## config.mk

```make
export PLATFORM = sky130hd
export DESIGN_NAME = alu_operand_stage
export DESIGN_NICKNAME = d
export VERILOG_FILES = /design/src/rtl/alu_pkg.sv /design/src/rtl/operand_fwd_mux.sv /design/src/rtl/alu_operand_stage.sv
export SDC_FILE = /design/constraint.sdc
export NUM_CORES = 1
export LEC_CHECK = 0
export ABC_AREA = 1
export CAP_MARGIN = 10
export CORE_MARGIN = 1.5
export CORE_UTILIZATION = 30
export DETAILED_ROUTE_END_ITERATION = 16
export DONT_BUFFER_PORTS = 1
export HOLD_SLACK_MARGIN = 0.03
export PLACE_DENSITY = 0.45
export SETUP_SLACK_MARGIN = 0.15
export SLEW_MARGIN = 20
export SYNTH_ARGS = -nofsm -noshare
export SYNTH_HDL_FRONTEND = slang
export SYNTH_SLANG_ARGS = --single-unit
```

## constraint.sdc

```tcl
create_clock -name clk -period 1.65 [get_ports clk]
set_input_delay 0.165 -clock clk [delete_from_list [all_inputs] [get_ports clk]]
set_output_delay 0.165 -clock clk [all_outputs]
set_load 0.005 [all_outputs]
```

## src/rtl/alu_pkg.sv

```systemverilog
// Shared encodings for the ALU operand-select stage: source selects,
// forwarding selects and the operand buffer state.
package alu_pkg;

    // Operand A source select; 2'b11 also yields zero
    localparam logic [1:0] ASEL_ZERO = 2'b00;
    localparam logic [1:0] ASEL_RS1  = 2'b01;
    localparam logic [1:0] ASEL_PC   = 2'b10;

    // Operand B source select
    localparam logic [1:0] BSEL_ZERO = 2'b00;
    localparam logic [1:0] BSEL_RS2  = 2'b01;
    localparam logic [1:0] BSEL_IMM  = 2'b10;
    localparam logic [1:0] BSEL_FOUR = 2'b11;

    // Register-operand forwarding source; 2'b11 also means no forwarding
    localparam logic [1:0] FWD_NONE = 2'b00;
    localparam logic [1:0] FWD_EX   = 2'b01;
    localparam logic [1:0] FWD_MEM  = 2'b10;

    // Occupancy of the output buffer: FULL means the skid entry is in use
    typedef enum logic [1:0] {
        EMPTY = 2'b00,
        BUSY  = 2'b01,
        FULL  = 2'b10
    } buf_state_t;

endpackage

```

## src/rtl/operand_fwd_mux.sv

```systemverilog
// Combinational operand source mux with EX/MEM forwarding on the register
// source. Select codes 00/01/10 mean zero/register/alternate for both A and
// B; code 11 gives the constant 4 when FOUR_EN is set and zero otherwise.
module operand_fwd_mux
    import alu_pkg::*;
#(
    parameter int XLEN    = 64,
    parameter bit FOUR_EN = 1'b1
) (
    input  logic [1:0]      sel,
    input  logic [1:0]      fwd,
    input  logic [XLEN-1:0] raw_reg,
    input  logic [XLEN-1:0] raw_alt,
    input  logic [XLEN-1:0] ex_result,
    input  logic [XLEN-1:0] mem_result,
    output logic [XLEN-1:0] value
);

    logic [XLEN-1:0] reg_val;

    // Forwarding only ever replaces the register source, never pc/imm/constants
    always_comb begin
        reg_val = raw_reg;
        case (fwd)
            FWD_EX:  reg_val = ex_result;
            FWD_MEM: reg_val = mem_result;
            default: reg_val = raw_reg;
        endcase
    end

    // Pick the operand source; A and B share the 00/01/10 encodings
    always_comb begin
        value = '0;
        case (sel)
            BSEL_RS2:  value = reg_val;
            BSEL_IMM:  value = raw_alt;
            BSEL_FOUR: value = FOUR_EN ? XLEN'(4) : '0;
            default:   value = '0;
        endcase
    end

endmodule

```

## src/rtl/alu_operand_stage.sv

```systemverilog
// Registered ALU operand-select stage between ID and EX. Operands are formed
// combinationally at accept time and held in a valid/ready buffer, either a
// two-entry skid (registered in_ready) or a single register. A saturating
// counter records cycles where EX applies backpressure.
module alu_operand_stage
    import alu_pkg::*;
#(
    parameter int XLEN  = 64,
    parameter int SKID  = 1,
    parameter int CNT_W = 16
) (
    input  logic             clk,
    input  logic             rstn,
    input  logic             flush,
    input  logic             in_valid,
    output logic             in_ready,
    input  logic [1:0]       asel,
    input  logic [1:0]       bsel,
    input  logic [XLEN-1:0]  rs1,
    input  logic [XLEN-1:0]  rs2,
    input  logic [XLEN-1:0]  pc,
    input  logic [XLEN-1:0]  imm,
    input  logic [1:0]       fwd_a,
    input  logic [1:0]       fwd_b,
    input  logic [XLEN-1:0]  ex_result,
    input  logic [XLEN-1:0]  mem_result,
    output logic             out_valid,
    input  logic             out_ready,
    output logic [XLEN-1:0]  a_out,
    output logic [XLEN-1:0]  b_out,
    output logic [CNT_W-1:0] stall_cnt
);

    buf_state_t       state_q;
    logic             out_valid_q;
    logic             in_ready_q;
    logic [XLEN-1:0]  a_q;
    logic [XLEN-1:0]  b_q;
    logic [XLEN-1:0]  skid_a_q;
    logic [XLEN-1:0]  skid_b_q;
    logic [CNT_W-1:0] cnt_q;
    logic [XLEN-1:0]  a_new;
    logic [XLEN-1:0]  b_new;
    logic             accept;
    logic             pop;

    operand_fwd_mux #(
        .XLEN    (XLEN),
        .FOUR_EN (1'b0)
    ) u_mux_a (
        .sel        (asel),
        .fwd        (fwd_a),
        .raw_reg    (rs1),
        .raw_alt    (pc),
        .ex_result  (ex_result),
        .mem_result (mem_result),
        .value      (a_new)
    );

    operand_fwd_mux #(
        .XLEN    (XLEN),
        .FOUR_EN (1'b1)
    ) u_mux_b (
        .sel        (bsel),
        .fwd        (fwd_b),
        .raw_reg    (rs2),
        .raw_alt    (imm),
        .ex_result  (ex_result),
        .mem_result (mem_result),
        .value      (b_new)
    );

    // The skid variant breaks the out_ready -> in_ready path with a register
    assign in_ready  = (SKID != 0) ? in_ready_q : (out_ready | ~out_valid_q);
    assign accept    = in_valid & in_ready;
    assign pop       = out_valid_q & out_ready;
    assign out_valid = out_valid_q;
    assign a_out     = a_q;
    assign b_out     = b_q;
    assign stall_cnt = cnt_q;

    // Buffer state machine; flush beats every other transition
    always_ff @(posedge clk or negedge rstn) begin
        if (!rstn) begin
            state_q     <= EMPTY;
            out_valid_q <= 1'b0;
            in_ready_q  <= 1'b1;
            a_q         <= '0;
            b_q         <= '0;
            skid_a_q    <= '0;
            skid_b_q    <= '0;
        end else if (flush) begin
            state_q     <= EMPTY;
            out_valid_q <= 1'b0;
            in_ready_q  <= 1'b1;
        end else begin
            case (state_q)
                EMPTY: begin
                    if (accept) begin
                        a_q         <= a_new;
                        b_q         <= b_new;
                        state_q     <= BUSY;
                        out_valid_q <= 1'b1;
                    end
                end
                BUSY: begin
                    if (accept && pop) begin
                        a_q <= a_new;
                        b_q <= b_new;
                    end else if (accept && (SKID != 0)) begin
                        skid_a_q   <= a_new;
                        skid_b_q   <= b_new;
                        state_q    <= FULL;
                        in_ready_q <= 1'b0;
                    end else if (pop) begin
                        state_q     <= EMPTY;
                        out_valid_q <= 1'b0;
                    end
                end
                FULL: begin
                    if (pop) begin
                        a_q        <= skid_a_q;
                        b_q        <= skid_b_q;
                        state_q    <= BUSY;
                        in_ready_q <= 1'b1;
                    end
                end
                default: begin
                    state_q     <= EMPTY;
                    out_valid_q <= 1'b0;
                    in_ready_q  <= 1'b1;
                end
            endcase
        end
    end

    // Saturating backpressure counter; only reset clears it
    always_ff @(posedge clk or negedge rstn) begin
        if (!rstn) begin
            cnt_q <= '0;
        end else if (out_valid_q && !out_ready && !(&cnt_q)) begin
            cnt_q <= cnt_q + CNT_W'(1);
        end
    end

endmodule

```

==> results of run 1 <==
worst max-delay path: stages, from the launching register on:
cell       delay, ns
dfstp_2         0.56
nand2_4         0.09
inv_4           0.07
nand3_4         0.08
nor2_4          0.12
buf_12          0.16
inv_16          0.08
clkbuf_16       0.20
nand2_1         0.06
o21ai_1         0.06
per-stage QoR:
stage | cells | power [mW]
2_1_floorplan | 2719 | 15.72
3_3_place_gp | 3424 | 18.81
3_5_place_dp | 3424 | 18.99
4_1_cts | 3756 | 27.89
5_1_grt | 3773 | 30.05
6_report | 3773 | 28.13
registers in the layout (all words and copies together) (netlist names):
signal     count
stall_cnt     16
skid_a_q      64
a_out         64
skid_b_q      64
state_q        2
b_out         64
in_ready       1
out_valid      1
cell usage after synthesis (4+ instances only):
library cell / instances / area share [%]
dfrtp_1: 275 / 40
nor2_1: 404 / 8.9
buf_1: 29 / 0.64
xnor2_1: 5 / 0.26
buf_2: 73 / 2.1
o21ai_1: 18 / 0.53
inv_2: 7 / 0.15
ha_1: 7 / 0.51
or2_2: 29 / 1.1
nand3_1: 202 / 5.9
nand2_1: 1378 / 30
clkbuf_1: 61 / 1.3
o211ai_1: 64 / 2.8
buf_6: 11 / 0.72
nand4_1: 4 / 0.15
o21ai_0: 85 / 2.5
inv_1: 50 / 1.1
power groups by stage:
stage | registers, mW | logic [mW] | clock network (mW)
3_3_place_gp | 11.1 | 7.76 | 0
4_1_cts | 11.0 | 8.79 | 8.09
6_report | 11.0 | 9.23 | 7.88
2_1_floorplan | 10.4 | 5.34 | 0
3_5_place_dp | 11.1 | 7.90 | 0
5_1_grt | 11.3 | 10.4 | 8.39
worst min path at each step:
stage | endpoint | slack [ns] | depth (start not counted)
after CTS | a_out[49] | -0.70 | 0
final | a_out[49] | -0.67 | 0
after floorplan | a_out[0] | -0.13 | 0
after detailed placement | a_out[49] | -0.12 | 0
after global routing | a_out[49] | -0.69 | 0
after global placement | a_out[50] | -0.12 | 0
logic make-up after synthesis:
| family | after synthesis | synth area share [%] |
|---|---|---|
| and+or+nand+nor | 2024 | 46.57 |
| DFF | 276 | 40.38 |
| buffers and inverters | 235 | 6.203 |
| AOI/OAI and AO/OA | 170 | 5.976 |
| xor gates and xnor gates | 7 | 0.3584 |
| adders and majority gates | 7 | 0.5120 |
area by class of cell:
cell class,count,area (um2)
repair buffers,402,4499
well taps,756,945.9
inverters,59,252.7
fillers,6039,33210
diodes,7,17.52
repair inverters,1,6.256
clock inverters,5,32.53
multi-input cells,2208,9378
flip-flops and latches,276,6908
clock buffers,59,1141
what timing repair did:
action | in CTS | in global routing
buffers inserted | 8 | 3
hold buffers | 254 | 2
endpoints found under the setup margin | 254 | 273
pin swaps | 2 | 3
gates resized for setup | 43 | 68
cloned | 6 | 5
hold endpoints to repair | 536 | 277
metal layers:
layer / up-vias / share of wire (%) / GRT usage [%]
met3: 142 / 7.2 / 5.982
li1: 9010 / - / -
met4: 4 / 3.6 / 9.173
met5: - / 0.031 / 0
met1: 8823 / 45 / 35.54
met2: 680 / 44 / 39.29
==> results_dict.tcl, run 1 <==
set metrics [dict create \
    fp.dieArea_mm2 0.05846 \
    drcViolationCount 0 \
    detailed_place.area_mm2 0.01877 \
    initial_antenna_violation_count 10 \
    cells_after_synthesis 2719 \
    worst-slew-pin-transition_ns 0.8732 \
    vias 18660 \
    seq_power_share_pct 39.2 \
    cts-root-to-sink-buffers 3 \
    critical_path_class "flip-flop to flip-flop" \
    finalCriticalPeriod_ns 1.642 \
    boundaryPins 543 \
    edff_count_synth 0 \
    grt_pass1_vias 17960 \
    cellInternalPower_mw 17.80 \
    layout-area-overhead-vs-synth_pct 35.52 \
    power.leakage_nw 12.25 \
    postRouteAntennaNets 0 \
    regToRegSetupSlack_ns 0.008 \
    finalInstanceArea_mm2 0.02318 \
    max_freq_mhz 608.8 \
    syn_avg_cell_area_um2 6.291 \
    cts_buffers 38 \
    type_of_destination_of_the_critical_path "flip-flop" \
    detail_route.wl_per_cell_um 20.75 \
    netlist_area_mm2 0.01711 \
    failed_checks "negative hold slack" \
    setup_violations 0 \
    worst_ep_arrival_time_ns 2.05 \
    net_count_of_the_mapped_netlist 3123 \
    crit-reg2reg-capture "skid_a_q[19]" \
    worst_ir_drop_vdd_uv 693.1 \
    pin_count_of_the_biggest_net_entering_global_routing 277 \
    tritoncts "built" \
    vias_per_instance 4.945 \
    final_routed_wirelength_um 78300 \
    switching_share_pct 36.72 \
    clkPwrFrac_pct 28.0 \
    core_area_mm2 0.05639 \
    timing.rr.start "in_ready" \
    firstDrtPassIters 6 \
    synth.distinct_cells 28 \
    grt_setup_unrepaired "yes" \
    setup_tns_ns 0 \
    die_y_um 241.8 \
    final_core_util_pct 41.11 \
    h-tree-depth 2 \
    horizontal_die_dimension_um 241.8 \
    switching_power_mw 10.33 \
    worst_ep_required_time_ns 2.06 \
    pwr-share-comb_pct 32.8 \
    worst_slew_margin_rel_pct 41.78 \
    worst-path-max-fanout 16 \
    layout_commonest_cell "nand2_1" \
    ctsRootBufferMaster "clkbuf_16" \
    finalHoldWorstSlack_ns -0.6713 \
    initial_utilization_pct 30.34 \
    cts.sink_count 276 \
    dp_worst_setup_slack_ns -0.03083 \
    grt_remaining_overflow 0 \
    clk_pin_slew_ns 0.05 \
    sequential_to_total_area_share_from_yosys_stat_pct 40.38 \
    timing_max_transition_violations_final 0 \
    final_number_of_hold_violating_endpoints 276 \
    worst-r2r-cell-count 9 \
    min_path_type "input port to asynchronous set/reset pin" \
    buffer_ports.inserted 0 \
    clock_latency_ns 0.55 \
    synth-main-ff-cell "dfrtp_1" \
    critPathLaunchType "flip-flop" \
    grtUsageTotal_pct 25.77 \
    core.rowCount 87 \
    run_status "finished with violations" \
    layout-drive-gt1-share_pct 9.767 \
    final_net_count 3390 \
    detailedPlacementHpwl_um 56100 \
    powerDensity_mw_per_mm2 1214 \
    mostFrequentLayoutCells "1373 x nand2_1, 371 x nor2_1, 275 x dfrtp_1" \
    final_critical_path_setup_slack_ns 0.007519 \
    yosys_register_bits 276 \
    asyncSetResetFlopFracSynth_pct 100.0 \
    maxCapViolCount 0 \
    yosysWarnings 0 \
    drtIter0Drc 1461 \
    worst_setup_path_startpoint "in_ready" \
    gpl.final_weighted_congestion 1.002 \
    timing.final.crit_share_pct 99.54 \
    timing.clock.skew_ns 0.02526 \
    global_route_wire_length_before_repair_um 114900 \
    cp-endpoint "skid_a_q[19]" \
]
(Power assumes the default switching activity.)
==> run 2: changes to the inputs <==
- CTS_CLUSTER_SIZE: not set -> 12
- MAX_ROUTING_LAYER: not set -> met4
==> run 2 against run 1 <==
  * Wire length rose by 1.9%
  * The flow finishes with violations (negative hold slack, negative setup slack)
  * Via count rose by 0.38%
  * Fmax fell by 1.7%
  * Global-route usage rose by 0.99 points
  * Sequential power barely moved
  * Critical endpoint is now skid_a_q[33]
  * Clock-buffer cell count fell by 1
==> results_dict.tcl, run 2 (same netlist as run 1, synthesis figures left out) <==
set metrics [dict create \
    run_status "finished with violations" \
    failed_checks "negative hold slack, negative setup slack" \
    min_path_type "input port to asynchronous set/reset pin" \
    worst-slew-pin-transition_ns 0.8027 \
    final_routed_wirelength_um 79750 \
    boundaryPins 543 \
    pwr-share-comb_pct 33.0 \
    seq_power_share_pct 38.4 \
    final_critical_path_setup_slack_ns -0.02166 \
    die_y_um 241.8 \
    worst_ir_drop_vdd_uv 980.3 \
    clock_latency_ns 0.55 \
    switching_share_pct 36.34 \
    finalHoldWorstSlack_ns -0.6719 \
    layout-area-overhead-vs-synth_pct 36.96 \
    core.rowCount 87 \
    tritoncts "built" \
    cts-root-to-sink-buffers 3 \
    worst_ep_arrival_time_ns 2.07 \
    final_number_of_hold_violating_endpoints 277 \
    grt_setup_unrepaired "yes" \
    pin_count_of_the_biggest_net_entering_global_routing 277 \
    final_core_util_pct 41.55 \
    layout_commonest_cell "nand2_1" \
    register_area_mm2 0.006908 \
    layout-drive-gt1-share_pct 9.828 \
    multi_input_gate_area_in_the_final_layout_mm2 0.009370 \
    core_area_mm2 0.05639 \
    cts_buffers 37 \
    crit-reg2reg-capture "skid_a_q[33]" \
    drtIter0Drc 1399 \
    timing.clock.skew_ns 0.03491 \
    ctsRootBufferMaster "clkbuf_16" \
    vias_per_instance 4.948 \
    switching_power_mw 10.37 \
    mostFrequentLayoutCells "1367 x nand2_1, 370 x nor2_1, 275 x dfrtp_1" \
    horizontal_die_dimension_um 241.8 \
    buffer_ports.inserted 0 \
    clkPwrFrac_pct 28.6 \
    h-tree-depth 2 \
    critPathLaunchType "flip-flop" \
    timing_max_transition_violations_final 0 \
    global_route_wire_length_before_repair_um 116100 \
    finalCriticalPeriod_ns 1.672 \
    grt_pass1_vias 17830 \
    cellInternalPower_mw 18.17 \
    regToRegSetupSlack_ns -0.02 \
    vias 18730 \
    grtUsageTotal_pct 26.76 \
    detail_route.wl_per_cell_um 21.07 \
    power.leakage_nw 12.40 \
    worst-r2r-cell-count 9 \
    type_of_destination_of_the_critical_path "flip-flop" \
    timing.rr.start "in_ready" \
    worst_ep_required_time_ns 2.05 \
    initial_utilization_pct 30.34 \
    setup_violations 8 \
    initial_antenna_violation_count 9 \
    critical_path_class "flip-flop to flip-flop" \
    powerDensity_mw_per_mm2 1218 \
    postRouteAntennaNets 0 \
    firstDrtPassIters 5 \
    worst-path-max-fanout 21 \
    final.fill_count 6025 \
    drcViolationCount 0 \
    final_net_count 3401 \
    gpl.final_weighted_congestion 0.9793 \
    power_consumption_mw 28.54 \
    worst_slew_margin_rel_pct 46.49 \
    timing.final.crit_share_pct 101.3 \
    cts.sink_count 276 \
    maxCapViolCount 0 \
    clk_pin_slew_ns 0.06 \
    fp.dieArea_mm2 0.05846 \
    grt_remaining_overflow 0 \
    max_freq_mhz 598.2 \
    detailedPlacementHpwl_um 56400 \
]
## run 2: cell types whose count changed in the layout (fill, tap and decap cells not counted), moves of 4 or more
cell           before   now
buf_16              8     4
nor2_4             14     9
o21ai_1            44    40
nand2_1          1373  1367
clkbuf_16          44    51
o21ai_0            55    59
nor2_2             22    28
dlygate4sd3_1     256   273
nand2_2             3     9
buf_8               1     5
buf_4              82    66
## run 2: power groups by stage
stage | Clock (mW) | Combinational (mW) | Sequential, mW
global placement | 0 | 7.80 | 11.0
floorplan | 0 | 5.34 | 10.4
finish | 8.15 | 9.42 | 11.0
detailed placement | 0 | 7.91 | 11.0
CTS | 8.37 | 8.66 | 11.0
global route | 8.58 | 10.6 | 11.2
## run 2: layer usage
layer / vias up / track usage, % / wire, um
met4: 0 / 7.316 / 2114
met1: 8944 / 36.23 / 36090
met5: - / - / 0
met2: 640 / 40.75 / 36080
li1: 9037 / - / -
met3: 108 / 5.072 / 5472
## run 2: timing repair
action / in CTS / in global routing
hold buffers: 272 / 1
endpoints found under the hold margin: 547 / 278
pin swaps: 1 / 12
cloned: 3 / 15
setup endpoints to repair: 252 / 271
buffers inserted: 4 / 2
resized for setup: 18 / 87
## run 2: worst max-delay path by stage
stage	from	to	slack [ns]	cells after the start
6_report	in_ready	skid_a_q[33]	-0.02	9
5_1_grt	out_valid	a_out[45]	-0.09	8
4_1_cts	in_ready	a_out[46]	0.04	8
3_5_place_dp	fwd_b[0]	b_out[36]	-0.12	9
3_3_place_gp	fwd_b[0]	b_out[36]	-0.12	9
2_1_floorplan	in_ready	skid_a_q[51]	0.09	10
## run 2: per-stage QoR
stage / instance area, um2 / setup slack [ns] / hold slack, ns / instances / setup TNS [ns]
after floorplan: 17130 / 0.09314 / -0.1306 / 2719 / 0
after global placement: 18760 / -0.1167 / -0.1242 / 3417 / -0.3434
after detailed placement: 18760 / -0.1184 / -0.1244 / 3417 / -0.3884
after CTS: 22820 / 0.03576 / -0.7033 / 3760 / 0
after global routing: 23430 / -0.09312 / -0.6965 / 3785 / -8.475
final: 23430 / -0.02166 / -0.6719 / 3785 / -0.1269
## run 2: final cells by class
class                   count  area share, %
repair inverters            1        0.04807
diodes                      7        0.07477
repair buffers            414          20.13
inverters                  59          1.047
well taps                 756          4.038
clock inverters             6         0.3685
multi-input cells        2208          40.00
flip-flops and latches    276          29.49
clock buffers              58          4.812
## run 2: critical path, stage by stage (launching register included)
cell	delay, ns
dfstp_2	0.55
nand2_4	0.08
inv_4	0.07
nand3_4	0.08
nor2_4	0.15
buf_12	0.15
inv_16	0.08
clkbuf_16	0.19
nand2_1	0.05
o21ai_0	0.07
==> run 3: changes to the inputs <==
- ABC_AREA: 1 -> not set
==> run 3 against run 2 <==
  * The run still ends with negative hold slack, negative setup slack left
  * Sequential share of layout area is 3.4 points higher
  * Synthesized cell count down 44%
  * Global-route usage down 3.6 points
  * Sequential power barely moved
  * Cell area is 10% lower
  * Fmax decreased by 9.8%
  * Wire length shrank 21%
  * Die area shrank 11%
  * Register-to-register slack worse by 0.18 ns
  * Hold slack improved by 0.011 ns
  * Highest routed layer unchanged
==> results_dict.tcl, run 3 <==
set metrics [dict create \
    grt_remaining_overflow 0 \
    setup_tns_ns -26.38 \
    worst_ep_arrival_time_ns 2.26 \
    finalCriticalPeriod_ns 1.852 \
    min_path_type "input port to asynchronous set/reset pin" \
    yosysWarnings 0 \
    edff_count_synth 0 \
    mostFrequentLayoutCells "271 x dfrtp_1, 141 x nand2_1, 134 x buf_4" \
    core.rowCount 82 \
    netlist_top_cells_area "dfrtp_1 45%, a221o_1 8.3%, o31ai_1 6.3%, mux2_2 5.0%, a2bb2oi_1 3.7%" \
    cpMaxStageDelayCell "dfstp_2" \
    final_critical_path_setup_slack_ns -0.2023 \
    max_freq_mhz 539.9 \
    clock_latency_ns 0.53 \
    seq_power_share_pct 43.0 \
    global_route_wire_length_before_repair_um 91200 \
    worst_slew_margin_rel_pct 30.32 \
    finalHoldWorstSlack_ns -0.6613 \
    core_area_mm2 0.05017 \
    switching_power_mw 8.484 \
    timing.clock.skew_ns 0.01685 \
    yosys_register_bits 276 \
    final_number_of_hold_violating_endpoints 275 \
    most_frequent_cells_after_synthesis "275 x dfrtp_1, 142 x nand2_1, 128 x o31ai_1" \
    postRouteAntennaNets 0 \
    fp.dieArea_mm2 0.05218 \
    layout-area-overhead-vs-synth_pct 37.89 \
    netlist_area_mm2 0.01524 \
    worst-path-max-fanout 31 \
    detail_route.wl_per_cell_um 26.16 \
    initial_utilization_pct 30.39 \
    cellInternalPower_mw 17.63 \
    cells_after_synthesis 1512 \
    layout_commonest_cell "dfrtp_1" \
    max_stage_delay_ns 0.55 \
    powerDensity_mw_per_mm2 1242 \
    pin_count_of_the_biggest_net_entering_global_routing 277 \
    drcViolationCount 0 \
    detailedPlacementHpwl_um 40350 \
    dp_worst_setup_slack_ns -0.3365 \
    crit_path_cell_trace "buf_6 > and3b_1 > nand3b_1 > buf_6 > buf_12 > mux2_2" \
    synth.most_common_cell "dfrtp_1" \
    clk_pin_slew_ns 0.05 \
    synth.distinct_cells 49 \
    ctsRootBufferMaster "clkbuf_16" \
    asyncSetResetFlopFracSynth_pct 100.0 \
    timing.final.crit_share_pct 112.3 \
    syn_avg_cell_area_um2 10.08 \
    switching_share_pct 32.48 \
    vias 14270 \
    detailed_place.area_mm2 0.01734 \
    power.leakage_nw 8.692 \
    timing_max_transition_violations_final 0 \
    tritoncts "built" \
    grt_pass1_vias 14310 \
    run_status "finished with violations" \
    worst_ir_drop_vdd_uv 669.9 \
    buffer_ports.inserted 0 \
    maxCapViolCount 0 \
    timing.critical_path.mode_cell "buf_6" \
    gpl.final_weighted_congestion 0.8879 \
    final_routed_wirelength_um 63170 \
    final.fill_count 4787 \
    boundaryPins 543 \
    type_of_destination_of_the_critical_path "flip-flop" \
    pwr-share-comb_pct 26.8 \
    worst_ep_required_time_ns 2.05 \
    h-tree-depth 2 \
    yosysTopAreaCell "dfrtp_1" \
    firstDrtPassIters 5 \
    critPathLaunchType "flip-flop" \
    layout-drive-gt1-share_pct 27.72 \
    sequential_to_total_area_share_from_yosys_stat_pct 45.31 \
    cts_hold_buffers 120 \
    critical_path_class "flip-flop to flip-flop" \
    finalInstanceArea_mm2 0.02102 \
    die_y_um 228.4 \
    grtUsageTotal_pct 23.20 \
    cts-root-to-sink-buffers 3 \
    power_consumption_mw 26.12 \
    cts_buffers 36 \
    vias_per_instance 5.908 \
    net_count_of_the_mapped_netlist 1916 \
    drtIter0Drc 1038 \
    setup_violations 248 \
    synth-main-ff-cell "dfrtp_1" \
    initial_antenna_violation_count 4 \
    synth_top_area_share_pct 45.14 \
    final_net_count 2121 \
    grt_setup_unrepaired "yes" \
    worst-slew-pin-transition_ns 1.045 \
    cts.sink_count 276 \
    horizontal_die_dimension_um 228.4 \
    failed_checks "negative hold slack, negative setup slack" \
    clkPwrFrac_pct 30.3 \
]
run 3: metrics by stage:
step / instances / hold WS [ns] / utilization (%)
after floorplan: 1512 / -0.1306 / -
after global placement: 2196 / -0.1209 / 34.57
after detailed placement: 2196 / -0.1218 / 34.57
after CTS: 2385 / -0.7119 / 39.91
after global routing: 2415 / -0.6932 / 41.90
final: 2415 / -0.6613 / 41.90
run 3: final timing paths:
path | from | endpoint | slack (ns) | cells after the start
worst max-delay path | in_ready | skid_b_q[41] | -0.20 | 6
worst min-delay path | rstn | b_out[45] | -0.66 | 0
worst max register to register | in_ready | skid_b_q[41] | -0.20 | 6
worst min register to register | skid_a_q[39] | skid_a_q[39] | 0.48 | 2
max in group asynchronous | rstn | stall_cnt[1] | 1.40 | 0
min in group clk | pc[33] | a_out[33] | 0.05 | 3
run 3: metal layers:
metal | vias up | part of all wire, % | global-route usage (%)
met1 | 7254 | 41 | 27.83
met3 | 113 | 6.6 | 4.915
li1 | 6289 | - | -
met2 | 612 | 49 | 38.55
met5 | - | 0 | -
met4 | 0 | 2.9 | 8.050
run 3: what timing repair did:
item                                   4_1_cts  5_1_grt
buffers inserted                             5       16
gates resized for setup                     40      144
pin swaps                                    3       37
endpoints found under the hold margin      487      276
cloned                                       4       10
setup endpoints to repair                  273      273
run 3: kinds of logic after synthesis:
kind of cell             synth area share (%)
AO/OA/AOI/OAI                           29.07
XOR/XNOR                               0.4022
adder cells (fa/ha/maj)                0.5745
buffers and inverters                   4.834
flip-flops                              45.31
multiplexers                            5.089
AND/OR/NAND/NOR                         14.72
run 3: cell type report:
| type | instances | area (um2) | area share [%] |
|---|---|---|---|
| clock buffers | 51 | 1028 | 4.893 |
| flip-flops and latches | 276 | 6913 | 32.88 |
| clock inverters | 9 | 128.9 | 0.6131 |
| inverters | 9 | 36.28 | 0.1726 |
| diodes | 4 | 10.01 | 0.04762 |
| repair buffers | 335 | 3735 | 17.77 |
| multi-input cells | 1059 | 8329 | 39.62 |
| well taps | 672 | 840.8 | 4.000 |
run 3: power by group through the flow:
stage               sequential (mW)  clock, mW  combinational, mW
global route                   11.5       8.38               7.59
floorplan                      10.3          0               4.04
detailed placement             11.2          0               5.73
global placement               11.2          0               5.57
finish                         11.2       7.90               6.99
CTS                            11.1       8.12               6.22
run 3: worst max-delay path: cells and delay by family (launching register included):
| kind | cells | cell delay (ns) |
|---|---|---|
| DFF | 1 | 0.55 |
| buffers and inverters | 3 | 0.50 |
| and+or+nand+nor | 2 | 0.37 |
| muxes | 1 | 0.28 |
